File: config.mk
export PLATFORM = sky130hd
export DESIGN_NAME = serial_pattern_feeder_flat
export DESIGN_NICKNAME = d
export VERILOG_FILES = /design/src/rtl/serial_feeder_if.sv /design/src/rtl/serial_pattern_feeder.sv /design/src/flat_wrapper.sv
export SDC_FILE = /design/constraint.sdc
export NUM_CORES = 1
export LEC_CHECK = 0
export ABC_AREA = 1
export BUFFER_PORTS_ARGS = -buffer_cell sky130_fd_sc_hd__buf_2
export CAP_MARGIN = 10
export CORE_MARGIN = 2
export CORE_UTILIZATION = 25
export CTS_CLUSTER_DIAMETER = 150
export DETAILED_ROUTE_END_ITERATION = 12
export GPL_TIMING_DRIVEN = 0
export HOLD_SLACK_MARGIN = 0.02
export PLACE_DENSITY = 0.54
export SLEW_MARGIN = 20
export SYNTH_ARGS = -nofsm -noshare
export SYNTH_HDL_FRONTEND = slang
export SYNTH_SLANG_ARGS = --single-unit
File: constraint.sdc
create_clock -name clk -period 2.1 [get_ports clk]
set_input_delay 0.315 -clock clk [delete_from_list [all_inputs] [get_ports clk]]
set_output_delay 0.315 -clock clk [all_outputs]
set_load 0.01 [all_outputs]
File: src/rtl/serial_feeder_if.sv
// Load handshake and serial output bundle for serial_pattern_feeder.
// The producer/bench side uses the master modport and the feeder uses the slave modport.
interface serial_feeder_if #(
  parameter int WIDTH = 8
) ();
  logic [WIDTH-1:0] din;
  logic             din_valid;
  logic             din_ready;
  logic             w;
  logic             w_valid;
  logic             word_done;
  logic             busy;

  modport master (
    output din, din_valid,
    input  din_ready, w, w_valid, word_done, busy
  );

  modport slave (
    input  din, din_valid,
    output din_ready, w, w_valid, word_done, busy
  );
endinterface

File: src/rtl/serial_pattern_feeder.sv
// Parallel-to-serial feeder for the sequence detector's w input.
// Define SERIAL_FEEDER_PREBUF_EN to add a one-word hold register for gapless streaming.
module serial_pattern_feeder #(
  parameter int WIDTH      = 8,
  parameter bit MSB_FIRST  = 1'b1,
  parameter bit IDLE_LEVEL = 1'b0
) (
  input  logic           clk,
  input  logic           rst_n,
  serial_feeder_if.slave bus
);
  localparam int CW = $clog2(WIDTH);

  typedef enum logic {IDLE, SHIFT} state_t;

  state_t           state_reg, state_next;
  logic [WIDTH-1:0] sr_reg, sr_next;
  logic [CW-1:0]    count_reg, count_next;
  logic             w_reg, w_next;
  logic             w_valid_reg, w_valid_next;
  logic             word_done_reg, word_done_next;

  logic             din_ready;
  logic             transfer;
  logic             last_bit;
  logic             load_din;
  logic             reload_hold;
  logic             hold_full;
  logic [WIDTH-1:0] hold_word;
  logic [WIDTH-1:0] load_word;

  function automatic logic head_bit(input logic [WIDTH-1:0] x);
    return MSB_FIRST ? x[WIDTH-1] : x[0];
  endfunction

  // Logical shift toward the output end; vacated bits take IDLE_LEVEL.
  function automatic logic [WIDTH-1:0] advance(input logic [WIDTH-1:0] x);
    return MSB_FIRST ? {x[WIDTH-2:0], IDLE_LEVEL} : {IDLE_LEVEL, x[WIDTH-1:1]};
  endfunction

  assign transfer    = bus.din_valid && din_ready;
  assign last_bit    = (state_reg == SHIFT) && (count_reg == '0);
  assign reload_hold = last_bit && hold_full;
  // A fresh word goes straight to the shifter when idle or when the shifter frees with nothing held.
  assign load_din    = transfer && ((state_reg == IDLE) || (last_bit && !hold_full));
  assign load_word   = reload_hold ? hold_word : bus.din;

`ifdef SERIAL_FEEDER_PREBUF_EN
  logic [WIDTH-1:0] hold_reg;
  logic             hold_full_reg;

  assign din_ready = !hold_full_reg;
  assign hold_full = hold_full_reg;
  assign hold_word = hold_reg;

  always_ff @(posedge clk or negedge rst_n) begin
    if (!rst_n) begin
      hold_reg      <= '0;
      hold_full_reg <= 1'b0;
    end else begin
      if (reload_hold)
        hold_full_reg <= 1'b0;
      if (transfer && !load_din) begin
        hold_reg      <= bus.din;
        hold_full_reg <= 1'b1;
      end
    end
  end
`else
  assign din_ready = (state_reg == IDLE);
  assign hold_full = 1'b0;
  assign hold_word = '0;
`endif

  always_ff @(posedge clk or negedge rst_n) begin
    if (!rst_n) begin
      state_reg     <= IDLE;
      sr_reg        <= '0;
      count_reg     <= '0;
      w_reg         <= IDLE_LEVEL;
      w_valid_reg   <= 1'b0;
      word_done_reg <= 1'b0;
    end else begin
      state_reg     <= state_next;
      sr_reg        <= sr_next;
      count_reg     <= count_next;
      w_reg         <= w_next;
      w_valid_reg   <= w_valid_next;
      word_done_reg <= word_done_next;
    end
  end

  always_comb begin
    state_next = state_reg;
    case (state_reg)
      IDLE:    if (transfer) state_next = SHIFT;
      SHIFT:   if (last_bit && !hold_full && !load_din) state_next = IDLE;
      default: state_next = IDLE;
    endcase
  end

  // w/w_valid/word_done are computed one edge ahead so the outputs come straight from flops.
  always_comb begin
    sr_next        = sr_reg;
    count_next     = count_reg;
    w_next         = IDLE_LEVEL;
    w_valid_next   = 1'b0;
    word_done_next = 1'b0;
    if (load_din || reload_hold) begin
      w_next       = head_bit(load_word);
      sr_next      = advance(load_word);
      count_next   = CW'(WIDTH - 1);
      w_valid_next = 1'b1;
    end else if ((state_reg == SHIFT) && !last_bit) begin
      w_next         = head_bit(sr_reg);
      sr_next        = advance(sr_reg);
      count_next     = count_reg - 1'b1;
      w_valid_next   = 1'b1;
      word_done_next = (count_reg == CW'(1));
    end else begin
      sr_next    = {WIDTH{IDLE_LEVEL}};
      count_next = '0;
    end
  end

  assign bus.din_ready = din_ready;
  assign bus.w         = w_reg;
  assign bus.w_valid   = w_valid_reg;
  assign bus.word_done = word_done_reg;
  assign bus.busy      = (state_reg != IDLE) || hold_full;
endmodule

File: src/flat_wrapper.sv
// flat-port wrapper written by rule: the top's interface ports become plain ports
module serial_pattern_feeder_flat 
#(
  parameter int WIDTH      = 8,
  parameter bit MSB_FIRST  = 1'b1,
  parameter bit IDLE_LEVEL = 1'b0
)
  (clk, rst_n, bus_din, bus_din_valid, bus_din_ready, bus_w, bus_w_valid, bus_word_done, bus_busy);
  serial_feeder_if #(.WIDTH(WIDTH)) bus_i ();
  input  logic clk;
  input  logic rst_n;
  input wire logic [$bits(bus_i.din)-1:0] bus_din;
  input wire logic [$bits(bus_i.din_valid)-1:0] bus_din_valid;
  output wire logic [$bits(bus_i.din_ready)-1:0] bus_din_ready;
  output wire logic [$bits(bus_i.w)-1:0] bus_w;
  output wire logic [$bits(bus_i.w_valid)-1:0] bus_w_valid;
  output wire logic [$bits(bus_i.word_done)-1:0] bus_word_done;
  output wire logic [$bits(bus_i.busy)-1:0] bus_busy;
  assign bus_i.din = bus_din;
  assign bus_i.din_valid = bus_din_valid;
  assign bus_din_ready = bus_i.din_ready;
  assign bus_w = bus_i.w;
  assign bus_w_valid = bus_i.w_valid;
  assign bus_word_done = bus_i.word_done;
  assign bus_busy = bus_i.busy;
  serial_pattern_feeder #(.WIDTH(WIDTH), .MSB_FIRST(MSB_FIRST), .IDLE_LEVEL(IDLE_LEVEL)) u_core (.clk(clk), .rst_n(rst_n), .bus(bus_i));
endmodule
---- Yosys cells after proc, flatten, opt, wreduce, memory -nomap -nowiden ----
Index checks and enable logic that the tools add are counted.
storage, ports and cells
  register bits after elaboration ......... 15
  bits of input ports ..................... 11
  output and inout port bits .............. 5
  logic and storage cells ................. 31
cells by class
  add/sub/neg operators ................... 1
  equality and inequality tests ........... 1
  multiplexer cells ....................... 13
  bitwise operators ....................... 1
  reductions and logical operators ........ 9
operator list
  kind                                                  count
  2-to-1 mux 8 bit                                      2
  2-to-1 mux 1 bit                                      8
  2-to-1 mux 3 bit                                      2
  logical AND 1 bit                                     5
  equality test 3 x 1 -> 1 bit (second input constant)  1
  zero test 3 bit                                       1
  subtractor 3 x 1 -> 3 bit (second input constant)     1
  zero test 1 bit                                       2
  case mux 1 bit (2 select lines)                       1
  logical OR 1 bit                                      1
  NOT 1 bit                                             1

---- Logic depth before layout (Yosys ltp) ----
  depth in word-level cells ............... 8
  mapped depth ............................ 7
  gate-level depth less buffers ........... 7

---- Worst setup path after synthesis ----
Ideal clock, no wire load.
  kind .................................... reg-to-reg
  start point ............................. register u_core.count_reg[0]
  end point ............................... register u_core.count_reg[2]
  library setup time ...................... 66 ps
  data arrival time ....................... 951 ps
  required time ........................... 2034 ps
  path slack .............................. 1084 ps
  stages on the path, launching flop included .. 6
  path buffers ............................ 0
  period minus slack after synthesis ...... 1016 ps
  cell sequence ........................... dfrtp_1 inv_1 ha_1 a21oi_4 nand2_1 nand2_1
between the ends
  longest elaborated chain between the ends .. 6
  elaborated cells between the ends (all ways) .. 9
  those cells by class .................... 1 x add/sub; 2 x mux; 6 x reduce/logical
ends and longest elaborated chain
  element                                                                            line                          source
  start: declaration                                                                 serial_pattern_feeder.sv:18   logic [CW-1:0] count_reg, count_next;
  start signal: assignment                                                           serial_pattern_feeder.sv:86   count_reg <= count_next;
  parallel branches: the longest is 5 deep, another holds subtractor 3 x 1 -> 3 bit  -
  2-to-1 mux 3 bit (*)                                                               serial_pattern_feeder.sv:109  if (load_din || reload_hold) begin
  net u_core.count_next[2]                                                           serial_pattern_feeder.sv:18
Mark *: on every way through the listed nets, which the timed path passes.

==> flow_metrics.py <==
metrics = {
    "setup_path": {
        "timing.critical_path.slowest_cell_delay_ns": 0.43,
        "endpoint_kind": "output pin",
        "arrival_ns": 0.99,
        "worstPathRequired_ns": 1.78,
        "worstPathCellList": "buf_4, buf_2",
        "worstSetupStartpointType": "register",
        "critical_path.slowest_cell": "sky130_fd_sc_hd__dfrtp_1",
        "crit_path_max_fanout": 4,
        "critical_setup_path_class": "register to output pin",
    },
    "floorplanning": {
        "dieWidth_um": 50.9,
        "initial_core_util_pct": 27.2,
        "die-height_um": 50.9,
        "coreArea_sq_um": 2020,
        "boundaryPins": 16,
        "floorplan.rows": 16,
        "die_area_sq_um": 2590,
    },
    "placed_design": {
        "buffer_ports.inserted": 15,
        "dp.final_hpwl_um": 723,
        "dpl.cell_count": 102,
        "detailed_place.area_sq_um": 658,
        "gp_congestion": 0.726,
    },
    "global_routing": {
        "grt_remaining_overflow": 0,
        "via_count_of_the_first_global_routing_pass": 427,
        "grt_first_pass_wirelength_mm": 1.81,
        "grt_start_max_net_pins": 14,
        "number_of_antenna_violations_at_the_first_check_in_global_routing": 0,
        "track_usage_pct": 9.99,
    },
    "clock_network": {
        "postCtsSetupRepairBufs": 0,
        "clk_latency_ns": 0.28,
        "cts.hold.buffers_added": 1,
        "cts-buffers-inserted": 3,
        "clock-sinks": 13,
        "cts-root-to-sink-buffers": 2,
        "clock_tree.root_cell": "sky130_fd_sc_hd__clkbuf_4",
        "tritoncts": "done",
        "clkSlewWorstSetupHoldPaths_ns": 0.08,
        "cts_resized": 0,
        "cts-htree-levels": 1,
    },
    "sta": {
        "setup_viol_count_final": 0,
        "finalMaxSlewViolations": 0,
        "final.min_clock_period_ns": 1.30,
        "final_hold_viol_count": 0,
        "fmax_mhz": 768,
        "slew_headroom_pct": 80.2,
        "fin_crit_sh_pct": 62.0,
        "final.setup.tns_ns": 0,
        "rsz0062_at_grt": "no",
        "tightest_slew_ns": 0.297,
        "clock-skew-final_ns": 0.00125,
    },
    "synthesis": {
        "synth_common_cells": "sky130_fd_sc_hd__nand2_1 (30), sky130_fd_sc_hd__dfrtp_1 (13), sky130_fd_sc_hd__inv_1 (5), sky130_fd_sc_hd__ha_1 (3)",
        "yosys_warnings": 0,
        "synth.distinct_cells": 10,
        "synth_top_area_share_pct": 59.2,
        "number_of_flops_mapped_to_enable_cells_by_yosys": 0,
        "syn-num-nets": 74,
        "ys.flop_type": "sky130_fd_sc_hd__dfrtp_1",
        "postSynthAreaPerCell_sq_um": 9.15,
        "netlist_area_sq_um": 549,
        "synth_top_area_cell": "sky130_fd_sc_hd__dfrtp_1",
        "ys_ff_latch": 13,
        "syn_inst": 60,
        "most_common_cell_in_the_netlist": "sky130_fd_sc_hd__nand2_1",
        "ys_async_sr_fraction_pct": 100,
        "synth_seq_area_share_pct": 59.2,
        "synth.area.top_cells": "sky130_fd_sc_hd__dfrtp_1 (59%), sky130_fd_sc_hd__nand2_1 (21%), sky130_fd_sc_hd__ha_1 (6.8%)",
    },
    "pwr": {
        "vdd.ir_drop.worst_mv": 0.374,
        "pwr_density_cell_nw_per_um2": 1320,
        "power.leakage_nw": 0.405,
    },
    "drt": {
        "route.detailed.drc": 0,
        "post_drt_wl_per_cell_um": 9.58,
        "drt-initial-drc-count": 5,
        "drt_wl_total_mm": 1.03,
        "drt.antenna.violating_nets": 0,
        "drt_pass1_iterations": 2,
        "route.detailed.vias_per_inst": 4.07,
        "num_vias": 435,
    },
    "finish": {
        "drive_above_1_share_pct": 28.7,
        "largest_reg_flops": 7,
        "insertedDiodeCount": 0,
        "finalNetCount": 95,
        "seq_area_sq_um": 325,
        "final_design_area_no_fill_sq_um": 694,
        "synthToLayoutAreaGrowth_pct": 26.4,
        "multi_input_area_sq_um": 190,
        "nFillCells": 222,
        "instances_no_fill": 107,
    },
    "min_path": {
        "worst_hold_path_type": "primary input to register",
    },
    "status": {
        "status": "finished, final reports clean",
    },
    "run": {
        "max-cap-violations": 0,
    },
}
layout make-up:
| class | instances | share of cell area (%) |
|---|---|---|
| buffer | 1 | 1.08 |
| inverter | 7 | 3.78 |
| sequential | 13 | 46.8 |
| clock buffer | 4 | 3.78 |
| tap | 27 | 4.86 |
| timing repair buffer | 16 | 12.3 |
| multi-input combinational | 39 | 27.4 |
logic make-up after synthesis:
logic type | after synthesis | synth area share [%]
AOI/OAI and AO/OA | 3 | 4.78
adders and majority gates | 3 | 6.83
buffers and inverters | 8 | 6.15
DFF | 13 | 59.2
and+or+nand+nor | 33 | 23.0
through the flow:
| stage | power [mW] | worst slack (ns) | utilization, % | hold slack (ns) |
|---|---|---|---|---|
| detailed placement | 0.765 | 0.955 | 32.5 | 0.219 |
| floorplan | 0.650 | 1.08 | - | 0.0194 |
| global route | 1.02 | 0.761 | 34.3 | 0.224 |
| finish | 0.917 | 0.798 | 34.3 | 0.227 |
| CTS | 0.934 | 0.788 | 34.3 | 0.225 |
| global placement | 0.759 | 0.959 | 32.5 | 0.216 |
critical path: cells and delay by family, from the launching register on:
family,cells,cell delay [ns]
DFF,1,0.43
buffers and inverters,2,0.28
worst paths after layout:
kind / cells after the start / start / slack [ns] / end
hold reg to reg: 2 / u_core.sr_reg[3] / 0.44 / u_core.sr_reg[4]
hold / removal: 3 / bus_din[3] / 0.23 / u_core.sr_reg[4]
max in group asynchronous: 2 / rst_n / 1.43 / u_core.sr_reg[2]
min in group asynchronous: 2 / rst_n / 0.44 / u_core.bus.word_done
setup / recovery: 2 / u_core.bus.busy / 0.80 / bus_w_valid
setup reg to reg: 5 / u_core.count_reg[0] / 0.93 / u_core.sr_reg[3]
per-layer routing:
layer / track usage [%] / wire (um)
met1: 11.7 / 461
met2: 15.4 / 483
met3: 1.75 / 36
met4: 9.46 / 44
met5: 0 / 0
power breakdown:
group	leakage (nW)	switching (mW)	internal, mW	total, mW
clock network	0.0150	0.0861	0.0738	0.160
logic	0.222	0.230	0.140	0.371
registers	0.168	0.0406	0.346	0.387
total	0.405	0.357	0.560	0.917
cells in the final DEF, fill, tap and decap left out:
cell / synthesis / routed
sky130_fd_sc_hd__clkbuf_4: 0 / 3
sky130_fd_sc_hd__dlygate4sd3_1: 0 / 1
sky130_fd_sc_hd__inv_1: 5 / 5
sky130_fd_sc_hd__buf_4: 1 / 1
sky130_fd_sc_hd__clkbuf_1: 0 / 1
sky130_fd_sc_hd__dfrtp_1: 13 / 13
sky130_fd_sc_hd__buf_2: 0 / 15
sky130_fd_sc_hd__nor2_1: 2 / 2
sky130_fd_sc_hd__nand2_2: 1 / 1
sky130_fd_sc_hd__ha_1: 3 / 3
sky130_fd_sc_hd__a21oi_4: 1 / 1
sky130_fd_sc_hd__inv_2: 2 / 2
sky130_fd_sc_hd__nand2_1: 30 / 30
sky130_fd_sc_hd__o21ai_0: 2 / 2
Note: power is estimated with default switching activity, not from simulation.
